--- config.mk ---
export PLATFORM = sky130hd
export DESIGN_NAME = fetch_queue
export DESIGN_NICKNAME = d
export VERILOG_FILES = /design/src/rtl/fetch_pkg.sv /design/src/rtl/fetch_fifo.sv /design/src/rtl/fetch_queue.sv
export SDC_FILE = /design/constraint.sdc
export NUM_CORES = 1
export LEC_CHECK = 0
export BUFFER_PORTS_ARGS = -buffer_cell sky130_fd_sc_hd__buf_2
export CAP_MARGIN = 40
export CORE_ASPECT_RATIO = 0.7
export CORE_MARGIN = 1.5
export CORE_UTILIZATION = 60
export CTS_CLUSTER_DIAMETER = 200
export DETAILED_ROUTE_END_ITERATION = 6
export GPL_ROUTABILITY_DRIVEN = 1
export GPL_TIMING_DRIVEN = 0
export PLACE_DENSITY_LB_ADDON = 0.15
export SYNTH_ARGS = -nofsm -noshare
export SYNTH_HDL_FRONTEND = slang
export SYNTH_HIERARCHICAL = 1
export SYNTH_SLANG_ARGS = --single-unit
--- constraint.sdc ---
create_clock -name clk -period 3 [get_ports clk]
set_clock_uncertainty 0.15 [all_clocks]
set_input_delay 0.15 -clock clk [delete_from_list [all_inputs] [get_ports clk]]
set_output_delay 0.15 -clock clk [all_outputs]
set_load 0.1 [all_outputs]
--- src/rtl/fetch_pkg.sv ---
// Shared types and helpers for the instruction fetch queue.
package fetch_pkg;
  localparam int unsigned INS_WIDTH = 32;
  localparam int unsigned INS_BYTES = 4;

  typedef struct packed {
    logic [31:0]          pc;
    logic [INS_WIDTH-1:0] ins;
  } fetch_entry_t;

  function automatic logic [31:0] pc_to_word(input logic [31:0] pc);
    return pc >> 2;
  endfunction
endpackage

--- src/rtl/fetch_fifo.sv ---
// Synchronous FIFO of fetch entries; head is read straight from registered storage.
// Flush wins over push/pop; the caller guarantees no push when full and no pop when empty.
module fetch_fifo
  import fetch_pkg::*;
#(
  parameter int unsigned DEPTH = 4,
  localparam int unsigned PTR_W = $clog2(DEPTH),
  localparam int unsigned CNT_W = $clog2(DEPTH + 1)
) (
  input  logic             clk,
  input  logic             rst_n,
  input  logic             push,
  input  fetch_entry_t     push_dat,
  input  logic             pop,
  input  logic             flush,
  output fetch_entry_t     head_dat,
  output logic [CNT_W-1:0] count,
  output logic             empty
);

  fetch_entry_t     mem_q [DEPTH];
  fetch_entry_t     mem_d [DEPTH];
  logic [PTR_W-1:0] wr_ptr_q, wr_ptr_d;
  logic [PTR_W-1:0] rd_ptr_q, rd_ptr_d;
  logic [CNT_W-1:0] count_q, count_d;

  always_comb begin
    mem_d    = mem_q;
    wr_ptr_d = wr_ptr_q;
    rd_ptr_d = rd_ptr_q;
    count_d  = count_q;
    if (flush) begin
      wr_ptr_d = '0;
      rd_ptr_d = '0;
      count_d  = '0;
    end else begin
      if (push) begin
        mem_d[wr_ptr_q] = push_dat;
        wr_ptr_d        = wr_ptr_q + PTR_W'(1);
      end
      if (pop) begin
        rd_ptr_d = rd_ptr_q + PTR_W'(1);
      end
      case ({push, pop})
        2'b10:   count_d = count_q + CNT_W'(1);
        2'b01:   count_d = count_q - CNT_W'(1);
        default: count_d = count_q;
      endcase
    end
  end

  always_ff @(posedge clk or negedge rst_n) begin
    if (!rst_n) begin
      mem_q    <= '{default: '0};
      wr_ptr_q <= '0;
      rd_ptr_q <= '0;
      count_q  <= '0;
    end else begin
      mem_q    <= mem_d;
      wr_ptr_q <= wr_ptr_d;
      rd_ptr_q <= rd_ptr_d;
      count_q  <= count_d;
    end
  end

  assign head_dat = mem_q[rd_ptr_q];
  assign count    = count_q;
  assign empty    = (count_q == '0);

endmodule

--- src/rtl/fetch_queue.sv ---
// Fetch queue: PC-driven SRAM reads into a FIFO toward decode; out_valid 2 cycles after issue.
// Issue is throttled by FIFO count plus the read in flight, so held-off decode never loses a word.
module fetch_queue
  import fetch_pkg::*;
#(
  parameter int unsigned ADDR_WIDTH = 12,
  parameter int unsigned DATA_WIDTH = 32,
  parameter int unsigned DEPTH      = 4,
  parameter logic [31:0] RESET_PC   = 32'h0,
  parameter logic [31:0] LAST_PC    = 32'h2b4
) (
  input  logic                  clk,
  input  logic                  rst_n,
  output logic                  ins_req,
  output logic [ADDR_WIDTH-1:0] ins_addr,
  input  logic [DATA_WIDTH-1:0] ins_data,
  input  logic                  redirect_valid,
  input  logic [31:0]           redirect_pc,
  output logic                  out_valid,
  input  logic                  out_ready,
  output logic [DATA_WIDTH-1:0] out_ins,
  output logic [31:0]           out_pc,
  output logic                  empty,
  output logic                  halted
);

  localparam int unsigned CNT_W = $clog2(DEPTH + 1);

  logic [31:0]      pc_q, pc_d;
  logic [31:0]      inflight_pc_q, inflight_pc_d;
  logic             inflight_q, inflight_d;
  logic             stop_q, stop_d;
  logic [CNT_W-1:0] count;
  logic [CNT_W:0]   occupancy;
  logic             fifo_empty;
  logic             push, pop;
  fetch_entry_t     push_dat, head_dat;

  // The read in flight already owns a FIFO slot.
  assign occupancy = {1'b0, count} + {{CNT_W{1'b0}}, inflight_q};
  assign ins_req   = rst_n && !stop_q && !redirect_valid && (32'(occupancy) < DEPTH);
  assign ins_addr  = ADDR_WIDTH'(pc_to_word(pc_q));

  always_comb begin
    pc_d          = pc_q;
    inflight_pc_d = inflight_pc_q;
    inflight_d    = 1'b0;
    stop_d        = stop_q;
    if (redirect_valid) begin
      pc_d   = redirect_pc & ~32'h3;
      stop_d = 1'b0;
    end else if (ins_req) begin
      inflight_pc_d = pc_q;
      pc_d          = pc_q + 32'(INS_BYTES);
      inflight_d    = 1'b1;
      if (pc_q == LAST_PC) stop_d = 1'b1;
    end
  end

  always_ff @(posedge clk or negedge rst_n) begin
    if (!rst_n) begin
      pc_q          <= RESET_PC;
      inflight_pc_q <= '0;
      inflight_q    <= 1'b0;
      stop_q        <= 1'b0;
    end else begin
      pc_q          <= pc_d;
      inflight_pc_q <= inflight_pc_d;
      inflight_q    <= inflight_d;
      stop_q        <= stop_d;
    end
  end

  assign push         = inflight_q && !redirect_valid;
  assign pop          = !fifo_empty && out_ready && !redirect_valid;
  assign push_dat.pc  = inflight_pc_q;
  assign push_dat.ins = ins_data;

  fetch_fifo #(
    .DEPTH(DEPTH)
  ) u_fifo (
    .clk     (clk),
    .rst_n   (rst_n),
    .push    (push),
    .push_dat(push_dat),
    .pop     (pop),
    .flush   (redirect_valid),
    .head_dat(head_dat),
    .count   (count),
    .empty   (fifo_empty)
  );

  assign out_valid = !fifo_empty;
  assign out_ins   = head_dat.ins;
  assign out_pc    = head_dat.pc;
  assign empty     = fifo_empty;
  assign halted    = stop_q && !inflight_q && fifo_empty;

endmodule

Word level (Yosys, flattened, before mapping)
Index checks and enable logic that the tools add are counted.

word-level totals
  register bits = 329
  output and inout port bits = 80
  word-level logic and storage cells = 72

cells by class
  add/subtract/negate cells = 6
  $lt $le $gt $ge = 4
  eq/ne operators = 3
  muxes and demuxes = 19
  bitwise gates (word level) = 3
  reductions and logical operators = 22

operators by type and width
  cell                     number
  $bwmux W256              1
  $mux W64                 3
  $bmux W64 S2             1
  $demux W64 S2            1
  $mux W32                 2
  $add A32 B3 Y32 const B  1
  $eq A32 B10 Y1 const B   1
  $logic_and A1 B1 Y1      9
  $mux W2                  4
  $reduce_bool A2 Y1       4
  $ge A3 B3 Y1 const B     2
  $not A2 Y3               2
  $pmux W3 S2              1
  $reduce_and A2 Y1        3
  $mux W1                  5
  $add A2 B1 Y2 const B    2
  $add A3 B1 Y4            1
  $logic_not A1 Y1         4
  $lt A4 B3 Y1 const B     1
  $add A3 B1 Y3 const B    1
  $logic_not A3 Y1         1
  $lt A3 B1 Y1 const B     1
  $mux W3                  1
  $reduce_bool A3 Y1       1
  other kinds (4)          4

Longest topological paths before layout
Gate-level depths: netlist (run 1).

  depth after elaboration = 7
  mapped depth = 9
  mapped depth without buffers = 8

Modules after synthesis
The synthesis (run 1) kept the hierarchy.

by module, submodules not included
  module       times used  cells each  area each (um^2)  seq. area each (um^2)
  fetch_fifo   1           657         12710.9           6581.3
  fetch_queue  1           382         3254.4            1551.5

Worst setup path after synthesis (run 1)
No wires, ideal clock.

  path type = reg2reg
  from = register u_fifo.count_q[0] (netlist: u_fifo/count[0])
  to = register u_fifo.count_q[2] (netlist: u_fifo/count[2])
  setup time = 88 ps
  arrival = 5519 ps
  data required time = 2762 ps
  slack = -2757 ps
  cell stages (with the launch flop) = 9
  buffers on the path = 0
  clock period less this slack = 5757 ps
  cell sequence = dfrtp_1 nor3_1 inv_1 and3_1 and2b_2 fa_1 and3b_2 o21ai_0 nor3b_1

between the ends
  longest elaborated chain between the ends = 7
  elaborated cells on any way between the ends = 11

ends and longest elaborated chain
  what                                                 RTL line           source
  from (decl)                                          fetch_fifo.sv:25   logic [CNT_W-1:0] count_q, count_d;
  from (signal assigned)                               fetch_fifo.sv:62   count_q <= count_d;
  $logic_not A3 Y1 *                                   fetch_fifo.sv:68   assign empty = (count_q == '0);
  named net empty                                      fetch_queue.sv:23  output logic empty,
  $logic_not A1 Y1 *                                   -
  named net out_valid                                  fetch_queue.sv:19  output logic out_valid,
  $logic_and A1 B1 Y1 * (2 in a row)                   fetch_queue.sv:75  assign pop = !fifo_empty && out_ready && !redirect_valid;
  named net pop                                        fetch_queue.sv:36  logic push, pop;
  $eq A2 B1 Y1 / $eq A2 B2 Y1 (equally long branches)  fetch_fifo.sv:44   case ({push, pop})
  $pmux W3 S2                                          fetch_fifo.sv:44
  $mux W3                                              fetch_fifo.sv:32   if (flush) begin

The timed path passes the listed nets; every way through them passes the cells marked *.
A chain may end at the register's enable or synchronous reset.

Worst setup path after layout (run 1)
  from = register u_fifo.rd_ptr_q[1]
  to = output port out_pc[4]

between the ends
  longest elaborated chain between the ends = 4

ends and longest elaborated chain
  what                                         RTL line           source
  from (decl)                                  fetch_fifo.sv:24   logic [PTR_W-1:0] rd_ptr_q, rd_ptr_d;
  from (signal assigned)                       fetch_fifo.sv:61   rd_ptr_q <= rd_ptr_d;
  $not A2 Y3 (not written as such)             fetch_fifo.sv:66   assign head_dat = mem_q[rd_ptr_q];
  $bmux W64 S2                                 fetch_fifo.sv:66
  $mux W64 (not written as such) (2 in a row)  fetch_fifo.sv:66
  to (decl)                                    fetch_queue.sv:22  output logic [31:0] out_pc,

Every way passes these cells. The select of a mux whose other input is x is not followed.

==> results.json, run 1 <==
{
  "run_status": "finished clean",
  "drv_cap": 0,
  "max_freq_mhz": 340,
  "final_area_um2": 19200,
  "synth-xor-area-share_pct": 0.329,
  "drt-initial-drc-count": 655,
  "sw_frac_of_total_pct": 37.6,
  "routed_wl_mm": 36.5,
  "crit_path_frequent_cell": "buf_2",
  "synth_top_family_by_area": "multiplexers",
  "synthMuxAreaShare_pct": 33.4,
  "slew_viol_final": 0,
  "cts_buffer_depth": 3,
  "peakVddDrop_mv": 0.527,
  "hpwl_mm": 23.7,
  "startpoint_type": "flop",
  "synth_async_sr_flop_share_pct": 100,
  "track_usage_pct": 27.2,
  "cp_top_family": "buffers and inverters",
  "syn_to_final_growth_pct": 20.0,
  "vias": 9686,
  "layout.nets": 1374,
  "antenna_left": 0,
  "finish.utilization_pct": 73.9,
  "r2r_slack_ns": 0.29,
  "ioPinCount": 148,
  "via_per_inst": 5.77,
  "worst_hold_slack_ns": 0.128,
  "hp-start": "out_ready",
  "p_leak_nw": 9.76,
  "final_cell_mix": "dfrtp_1 (325), mux2_4 (240), buf_2 (151)",
  "grt_first_pass_wirelength_mm": 57.7,
  "postCtsSetupBuffers": 0,
  "setup_violations": 0,
  "ff2ff_path_depth": 6,
  "reg2reg_to": "pc_q[21]$_DFFE_PN0P_",
  "layout_commonest_cell": "dfrtp_1",
  "die_y_um": 139,
  "synth_simple_gate_area_share_pct": 6.94,
  "cp.required_ns": 2.70,
  "drcViolationCount": 0,
  "hold_viol": 0,
  "post-route-period-util_pct": 98.0,
  "yosysSeqAreaShare_pct": 50.9,
  "cp.arrival_ns": 2.64,
  "internal_power_w": 0.00865,
  "min_to": "u_fifo/rd_ptr_q[0]$_DFFE_PN0P_",
  "rsz0062_at_grt": "no",
  "fin_crit_ns": 2.94,
  "p_sw_w": 0.00522,
  "drive_above_1_share_pct": 44.8,
  "cp_num_buf_inv": 3,
  "endpoint_kind": "output port",
  "syn-instance-count": 1039,
  "cts_tree": "yes",
  "syn_area_um2": 16000,
  "timing.slew.headroom_pct": 46.9,
  "cts_buffers": 34,
  "placementRows": 49,
  "ys.flop_type": "dfrtp_1",
  "cts.sinks": 325,
  "r2r_start": "pc_q[10]$_DFFE_PN0P_",
  "drt_first_pass_iters": 6,
  "synth_compound_area_share_pct": 2.58,
  "avgSynthCellArea_um2": 15.4,
  "yosys.area_share.adder_pct": 0.596,
  "slowest_stage": "buf_1",
  "setup_tns_ns": 0,
  "overflow": 0,
  "worst_slew_pin_slew_ns": 0.789,
  "htree_levels": 2,
  "powerDensity_nw_per_um2": 724,
  "routedWlPerCell_um": 21.7,
  "pwr-share-clk_pct": 30.1,
  "path_class": "flop to output port",
  "antenna_cells": 0,
  "clk_pin_slew_ns": 0.06,
  "hold_path.class": "input port to flop",
  "clockRootBuffer": "clkbuf_16",
  "pwr-share-comb_pct": 31.4,
  "slowest_delay_ns": 0.61,
  "clock_latency_ns": 0.52,
  "place.gp.congestion": 0.923,
  "ys_seq_elements": 325,
  "grt_start_max_net_pins": 107,
  "dpl_cell_area_um2": 17300,
  "dieArea_um2": 27600,
  "path_cells": "buf_2 -> buf_1 -> mux4_2 -> buf_2",
  "synth_edf_count": 0,
  "min_path_cells": 4,
  "pwr-share-seq_pct": 38.6,
  "synth_warnings": 6,
  "portBuffers": 144,
  "worstPathMaxFanout": 10,
  "first_global_vias": 10200,
  "die_x_um": 198,
  "core-area_um2": 25900,
  "synth_cell_types": 54,
  "grt_antenna_before_repair": 1,
  "start_util_pct": 61.6
}
cells in the mapped netlist (3+ instances only):
master | number | area, um2
nand4_1 | 15 | 93.8
o21ai_0 | 13 | 65.1
a21o_1 | 3 | 22.5
dfrtp_1 | 325 | 8130
a221o_1 | 6 | 60.1
nand2_8 | 4 | 80.1
buf_6 | 3 | 33.8
nor4_1 | 9 | 56.3
and2_1 | 4 | 25.0
a32oi_1 | 3 | 26.3
mux4_2 | 64 | 1440
clkbuf_1 | 20 | 75.1
buf_12 | 25 | 500
nor3_1 | 8 | 40.0
nand2b_1 | 4 | 25.0
o311ai_0 | 7 | 61.3
mux2i_1 | 10 | 100
inv_1 | 10 | 37.5
and3_1 | 3 | 18.8
a21oi_1 | 3 | 15.0
nand3_1 | 21 | 105
buf_2 | 11 | 55.1
o211ai_1 | 10 | 75.1
a31oi_1 | 3 | 18.8
ha_1 | 6 | 75.1
nand2_1 | 118 | 443
mux2_4 | 240 | 3600
xnor2_1 | 4 | 35.0
mux2_2 | 16 | 180
nor2_1 | 25 | 93.8
buf_4 | 17 | 128
worst max-delay path by stage:
stage | start | to | slack (ns) | depth (start not counted)
after global placement | rst_n | ins_req | -5.04 | 8
after detailed placement | rst_n | ins_req | -0.27 | 9
after global routing | u_fifo/rd_ptr_q[1]$_DFFE_PN0P_ | out_pc[9] | 0.0008 | 4
after floorplan | u_fifo/count[1]$_DFFE_PN0P_ | u_fifo/count[2]$_DFFE_PN0P_ | -0.74 | 8
after CTS | rst_n | ins_req | 0.01 | 11
final | u_fifo/rd_ptr_q[1]$_DFFE_PN0P_ | out_pc[4] | 0.06 | 4
worst min-delay path: stages:
cell	delay [ns]
buf_2	0.09
and3_1	0.27
xnor2_1	0.18
nor2_1	0.05
what timing repair did:
item	4_1_cts	5_1_grt
resized for setup	4	0
cloned	0	1
setup endpoints to repair	1	1
endpoints found under the hold margin	399	134
pin swaps	0	0
hold buffers	66	4
power groups by stage:
stage	Combinational, W	Clock, W	Sequential, W
after detailed placement	0.00427	0	0.00539
after global placement	0.00420	0	0.00538
final	0.00435	0.00417	0.00535
after floorplan	0.00361	0	0.00524
after CTS	0.00435	0.00426	0.00534
after global routing	0.00451	0.00444	0.00542
sequential cells by signal, indices dropped and copies added (netlist names):
signal / flops
inflight_pc_q: 30
pc_q: 30
u_fifo/count: 3
stop_q: 1
u_fifo/mem_q: 256
u_fifo/wr_ptr_q: 2
u_fifo/rd_ptr_q: 2
inflight_q: 1
layer usage:
metal / track usage, % / up-vias / wire length, um
met2: 40.1 / 351 / 16200
met3: 5.33 / 80 / 2170
met5: 0 / - / 0
met4: 7.71 / 0 / 829
met1: 41.1 / 4974 / 17200
li1: - / 4281 / -
final cells by class:
class                           instances  area (um2)
Multi-Input combinational cell        633        7030
Inverter                               10        37.5
Tap cell                              357         447
Sequential cell                       325        8130
Fill cell                            1673        6770
Buffer                                 77         797
Timing Repair Buffer                  218        1610
Clock buffer                           53        1070
Clock inverter                          6        41.3
logic make-up (layout without fill, tap and decap cells):
group                    Yosys count  count (layout)
other                              1               8
AND/OR/NAND/NOR                  226             226
XOR/XNOR                           6               6
adder cells (fa/ha/maj)            7               7
flip-flops                       325             325
AO/OA/AOI/OAI                     56              56
multiplexers                     330             330
buffers and inverters             88             364
through the flow:
step | power (W) | worst slack, ns | cells
6_report | 0.0139 | 0.0598 | 1679
5_1_grt | 0.0144 | 0.000821 | 1679
4_1_cts | 0.0140 | 0.0114 | 1674
3_5_place_dp | 0.00966 | -0.270 | 1550
3_3_place_gp | 0.00958 | -5.04 | 1547
2_1_floorplan | 0.00885 | -0.739 | 1046
(Power assumes the default switching activity.)
==> run 2, diff against run 1 <==
- CORE_UTILIZATION: 60 -> 51
==> run 2 against run 1 <==
Against the previous run: final cell count rose by 3.3%; critical path depth rose by 4; register-to-register slack improved by 0.11 ns; die area rose by 17%; largest cell class unchanged; sequential cell count did not move; clock power rose by 5%; worst setup slack improved by 0.028 ns; combinational power barely moved; total power rose by 1.5%; design area rose by 0.78%.
==> results.json, run 2 (same netlist as run 1, synthesis figures left out) <==
{
  "clock_latency_ns": 0.52,
  "dieArea_um2": 32400,
  "clk_pin_slew_ns": 0.06,
  "dpl_cell_area_um2": 17300,
  "endpoint_kind": "output port",
  "drv_cap": 0,
  "cts.sinks": 325,
  "timing.slew.headroom_pct": 46.4,
  "slowest_stage": "dlygate4sd3_1",
  "met3_usage_pct": 5.38,
  "cp_top_family": "buffers and inverters",
  "path_cells": "dlygate4sd3_1 -> buf_6 -> or4b_1 -> a31o_2 -> inv_1 -> buf_2 -> buf_4 -> buf_8",
  "layout_commonest_cell": "dfrtp_1",
  "post-route-period-util_pct": 97.1,
  "worst_slew_pin_slew_ns": 0.804,
  "hp-start": "out_ready",
  "min_to": "u_fifo/rd_ptr_q[1]$_DFFE_PN0P_",
  "htree_levels": 2,
  "multiInputGateArea_um2": 7030,
  "top_regs": "u_fifo/mem_q (256), inflight_pc_q (30), pc_q (30)",
  "core-area_um2": 30400,
  "cts_tree": "yes",
  "max_freq_mhz": 343,
  "ioPinCount": 148,
  "hpwl_mm": 24.7,
  "use_met2_pct": 34.5,
  "vias": 9694,
  "ff2ff_path_depth": 6,
  "r2r_slack_ns": 0.40,
  "run_status": "finished clean",
  "fin_crit_ns": 2.91,
  "hold_path.class": "input port to flop",
  "routedWlPerCell_um": 21.8,
  "powerDensity_nw_per_um2": 729,
  "slew_viol_final": 0,
  "via_per_inst": 5.59,
  "largest_register_ffs": 256,
  "first_global_vias": 10100,
  "placementRows": 53,
  "r2r_start": "pc_q[8]$_DFFE_PN0P_",
  "clockRootBuffer": "clkbuf_16",
  "busiest_layer": "met1",
  "postCtsSetupBuffers": 0,
  "start_util_pct": 52.6,
  "hold_viol": 0,
  "worst_hold_slack_ns": 0.124,
  "syn_to_final_growth_pct": 21.0,
  "worstPathMaxFanout": 19,
  "drt-initial-drc-count": 740,
  "cts_buffers": 35,
  "grt_antenna_before_repair": 0,
  "setup_violations": 0,
  "routed_wl_mm": 37.9,
  "power_w": 0.0141,
  "p_leak_nw": 9.81,
  "stdcell_count": 1735,
  "die_y_um": 151,
  "track_usage_pct": 24.2,
  "startpoint_type": "input port",
  "regArea_um2": 8130,
  "overflow": 0,
  "reg2reg_to": "pc_q[23]$_DFFE_PN0P_",
  "min_path_cells": 5,
  "slowest_delay_ns": 0.59,
  "drcViolationCount": 0,
  "cts_buffer_depth": 3,
  "peakVddDrop_mv": 0.509,
  "die_x_um": 214,
  "drive_above_1_share_pct": 44.7,
  "path_class": "input port to output port",
  "grt_util_met1_pct": 37.0,
  "cp.required_ns": 2.70,
  "place.gp.congestion": 0.923,
  "portBuffers": 144,
  "grt_first_pass_wirelength_mm": 60.1,
  "fillCellCount": 2282,
  "layout.nets": 1375,
  "antenna_cells": 0,
  "drt_first_pass_iters": 5,
  "final_area_um2": 19300,
  "grt_start_max_net_pins": 115,
  "regMostFlops": "u_fifo/mem_q",
  "cp_num_buf_inv": 6,
  "final_cell_mix": "dfrtp_1 (325), mux2_4 (240), buf_2 (151)",
  "rsz0062_at_grt": "no",
  "cp.arrival_ns": 2.61,
  "dp_cells": 1605,
  "antenna_left": 0
}
==> run 2: changes by cell type in the layout (fill, tap and decap cells not counted), sizes merged <==
| cell | delta |
|---|---|
| buf | -1 |
| clkbuf | +3 |
| bufinv | +2 |
| clkinvlp | -2 |
| inv | -1 |
| clkinv | -1 |
| bufbuf | +1 |
==> run 2: stage by stage <==
| step | utilization (%) | setup slack, ns | TNS [ns] |
|---|---|---|---|
| 6_report | 63.6 | 0.0880 | 0 |
| 5_1_grt | 63.6 | 0.0386 | 0 |
| 4_1_cts | 63.6 | 0.0580 | 0 |
| 3_5_place_dp | 57.1 | -0.398 | -0.927 |
| 3_3_place_gp | 56.8 | -5.22 | -1809.51 |
| 2_1_floorplan | - | -0.739 | -1.34 |
==> run 2: cell type report <==
cell class / count / area share [%]
Buffer: 77 / 4.13
Clock buffer: 56 / 5.63
Clock inverter: 4 / 0.363
Inverter: 10 / 0.194
Multi-Input combinational cell: 633 / 36.4
Sequential cell: 325 / 42.1
Tap cell: 412 / 2.67
Timing Repair Buffer: 218 / 8.47
==> run 2: worst max path at each step <==
stage / start / to / cells past startpoint
CTS: u_fifo/rd_ptr_q[1]$_DFFE_PN0P_ / out_pc[6] / 4
global placement: rst_n / ins_req / 8
global route: u_fifo/rd_ptr_q[1]$_DFFE_PN0P_ / out_ins[25] / 4
finish: redirect_valid / ins_req / 8
floorplan: u_fifo/count[1]$_DFFE_PN0P_ / u_fifo/count[2]$_DFFE_PN0P_ / 8
detailed placement: rst_n / ins_req / 9
==> run 2: timing repair <==
item	in CTS	in global routing
cloned	1	0
hold buffers	70	0
endpoints found under the hold margin	425	0
resized for setup	4	1
setup endpoints to repair	1	1
==> run 2: power breakdown <==
part | total, W | switching [W] | leakage, nW | internal, W
clock network | 0.00437 | 0.00173 | 0.569 | 0.00264
logic | 0.00437 | 0.00306 | 4.94 | 0.00130
registers | 0.00535 | 0.000441 | 4.31 | 0.00491
==> run 2: per-layer routing <==
layer / share of wire, % / vias to the layer above / wire (um)
met3: 6.5 / 48 / 2450
met1: 49 / 5057 / 18500
met5: 0 / - / 0
met4: 1.8 / 0 / 666
met2: 43 / 282 / 16300
li1: - / 4307 / -
==> run 2: worst min-delay path: stages <==
cell	delay, ns
buf_2	0.09
and3_1	0.26
nand2_1	0.11
xor2_1	0.06
nor2_1	0.08
==> run 3, diff against run 2 <==
- ABC_AREA: default -> 1
==> run 3 against run 2 <==
Against the previous run: the flow now finishes with violations (hold timing); design area decreased by 5.9%; non-clock buffer count increased by 47; critical endpoint is now out_pc[23]; die area is 5.9% lower; clock-buffer cell count shrank 8; largest cell class unchanged; via count increased by 43%; critical path type is now flop to output port; critical path depth decreased by 1.
==> results.json, run 3 <==
{
  "setup_violations": 0,
  "rsz0062_at_grt": "no",
  "grt_first_pass_wirelength_mm": 72.0,
  "path_class": "flop to output port",
  "netlist_top_cells_area": "dfrtp_1 (54%), o21ai_0 (14%), nand2_1 (12%)",
  "powerDensity_nw_per_um2": 862,
  "hold_viol": 240,
  "synth_warnings": 6,
  "portBuffers": 145,
  "drv_cap": 0,
  "drt_first_pass_iters": 7,
  "synth_async_sr_flop_share_pct": 100,
  "regArea_um2": 8130,
  "clock_latency_ns": 0.52,
  "cp_num_buf_inv": 5,
  "slowest_delay_ns": 0.49,
  "internal_power_w": 0.00876,
  "yosysSeqAreaShare_pct": 54.2,
  "peakVddDrop_mv": 0.818,
  "drcViolationCount": 0,
  "met3_usage_pct": 5.85,
  "ys.flop_type": "dfrtp_1",
  "use_met2_pct": 43.5,
  "layout_commonest_cell": "nand2_1",
  "syn-instance-count": 1847,
  "die_y_um": 147,
  "vias": 13800,
  "timing.slew.headroom_pct": 57.8,
  "grt_start_max_net_pins": 125,
  "drt-initial-drc-count": 1471,
  "pwr-share-comb_pct": 37.3,
  "power_w": 0.0157,
  "netlist_top_cells_count": "nand2_1 (462), o21ai_0 (418), dfrtp_1 (325), nor2_1 (205), inv_1 (120)",
  "grt_antenna_before_repair": 0,
  "syn_area_um2": 15000,
  "dieArea_um2": 30500,
  "run_status": "finished with violations",
  "htree_levels": 2,
  "routed_wl_mm": 45.2,
  "worst_hold_slack_ns": -0.329,
  "slew_viol_final": 0,
  "largest_register_ffs": 256,
  "finish.utilization_pct": 62.9,
  "cts_buffer_depth": 3,
  "start_util_pct": 51.9,
  "max_freq_mhz": 342,
  "violations": "hold timing",
  "fin_crit_ns": 2.93,
  "clockRootBuffer": "clkbuf_16",
  "antenna_left": 0,
  "path_cells": "buf_2 -> inv_2 -> buf_2 -> buf_2 -> nor2_1 -> o22ai_1 -> buf_2",
  "cp.required_ns": 2.70,
  "crit_path_frequent_cell": "buf_2",
  "avgSynthCellArea_um2": 8.13,
  "cts_tree": "yes",
  "first_global_vias": 13300,
  "sw_frac_of_total_pct": 44.1,
  "syn_to_final_growth_pct": 21.1,
  "track_usage_pct": 30.0,
  "hold_buffers": 68,
  "busiest_layer": "met1",
  "layout.nets": 2173,
  "grt_util_met1_pct": 46.3,
  "die_x_um": 208,
  "fillCellCount": 2607,
  "core-area_um2": 28900,
  "dpl_cell_area_um2": 16300,
  "drive_above_1_share_pct": 13.9,
  "via_per_inst": 5.53,
  "cts_buffers": 34,
  "synth_edf_count": 0,
  "multiInputGateArea_um2": 5800,
  "antenna_cells": 0,
  "pwr-share-clk_pct": 27.5,
  "final_cell_mix": "nand2_1 (462), o21ai_0 (418), dfrtp_1 (325)",
  "p_leak_nw": 8.83,
  "placementRows": 52,
  "cts.sinks": 325,
  "regMostFlops": "u_fifo/mem_q",
  "ys_seq_elements": 325,
  "cp_top_family": "buffers and inverters",
  "ff2ff_path_depth": 13,
  "cp.arrival_ns": 2.63,
  "cp.depth": 7,
  "post-route-period-util_pct": 97.5,
  "top_regs": "u_fifo/mem_q (256), inflight_pc_q (30), pc_q (30)",
  "clk_pin_slew_ns": 0.06,
  "p_sw_w": 0.00691,
  "synth_area_leader_cell": "dfrtp_1",
  "hold_path.class": "input port to asynchronous set/reset pin",
  "worst_slew_pin_slew_ns": 0.632,
  "slowest_stage": "buf_2",
  "ioPinCount": 148,
  "final_area_um2": 18200,
  "routedWlPerCell_um": 18.1,
  "synth_top_area_share_pct": 54.2,
  "hpwl_mm": 30.3,
  "place.gp.congestion": 0.941,
  "yosysMostFrequentCell": "nand2_1",
  "worstPathMaxFanout": 10,
  "endpoint_kind": "output port",
  "pwr-share-seq_pct": 35.2,
  "overflow": 0,
  "startpoint_type": "flop",
  "synth_cell_types": 29
}
-- run 3: logic make-up after synthesis --
group	after synthesis	share of synthesized area, %
and+or+nand+nor	754	20.3
AOI/OAI and AO/OA	504	17.5
DFF	325	54.2
buffers and inverters	253	7.24
adders and majority gates	7	0.634
xor gates and xnor gates	3	0.175
other	1	0.0250
-- run 3: area by class of cell --
class | instances | share of cell area (%)
inverters | 125 | 2.58
clock buffers | 48 | 5.47
clock inverters | 11 | 0.736
well taps | 378 | 2.60
repair buffers | 215 | 8.57
plain buffers | 127 | 3.38
multi-input cells | 1270 | 31.9
flip-flops and latches | 325 | 44.7
-- run 3: path summary, 6_finish.rpt --
path	slack [ns]	endpoint	from
min in group clk	0.26	pc_q[3]$_DFFE_PN0P_	redirect_pc[3]
max in group asynchronous	1.92	u_fifo/mem_q[134]$_DFFE_PN0P_	rst_n
max	0.07	out_pc[23]	u_fifo/rd_ptr_q[0]$_DFFE_PN0P_
max reg2reg	0.75	u_fifo/count[2]$_DFFE_PN0P_	u_fifo/count[2]$_DFFE_PN0P_
min	-0.33	inflight_pc_q[25]$_DFFE_PN0P_	rst_n
min reg2reg	0.33	u_fifo/mem_q[132]$_DFFE_PN0P_	u_fifo/mem_q[132]$_DFFE_PN0P_
-- run 3: metrics by stage --
| step | std cells | setup WS (ns) | setup TNS [ns] |
|---|---|---|---|
| final | 2499 | 0.0745 | 0 |
| after global routing | 2499 | 0.00139 | 0 |
| after CTS | 2499 | 0.0580 | 0 |
| after detailed placement | 2373 | -0.0291 | -0.0291 |
| after global placement | 2371 | -4.66 | -1759.88 |
| after floorplan | 1848 | -0.355 | -0.567 |
-- run 3: power by group through the flow --
stage          Combinational [W]  Sequential (W)  Clock (W)
2_1_floorplan            0.00460         0.00544          0
3_3_place_gp             0.00563         0.00555          0
5_1_grt                  0.00620         0.00559    0.00456
3_5_place_dp             0.00570         0.00556          0
6_report                 0.00585         0.00551    0.00432
4_1_cts                  0.00581         0.00550    0.00438
-- run 3: repair_timing --
| item | in CTS | in global routing |
|---|---|---|
| resized for setup | 6 | 8 |
| setup endpoints to repair | 21 | 7 |
| setup buffers | 0 | 0 |
| endpoints found under the hold margin | 268 | 240 |
-- run 3: routing by layer --
| layer | share of wire [%] | vias to the layer above |
|---|---|---|
| met5 | 0 | - |
| met4 | 1.1 | 0 |
| met3 | 8.8 | 43 |
| met2 | 43 | 571 |
| met1 | 47 | 6700 |
| li1 | - | 6512 |
-- run 3: worst register-to-register path, cell delays in order, from the launching register on --
cell	delay [ns]
dfrtp_1	0.45
nor3_4	0.27
inv_1	0.11
nand2_1	0.08
nor2_1	0.08
inv_1	0.16
nor2_1	0.08
fa_1	0.39
nand2_1	0.11
nand2_1	0.06
nand2_1	0.06
nand2_1	0.05
nand2_1	0.06
nand2_1	0.05
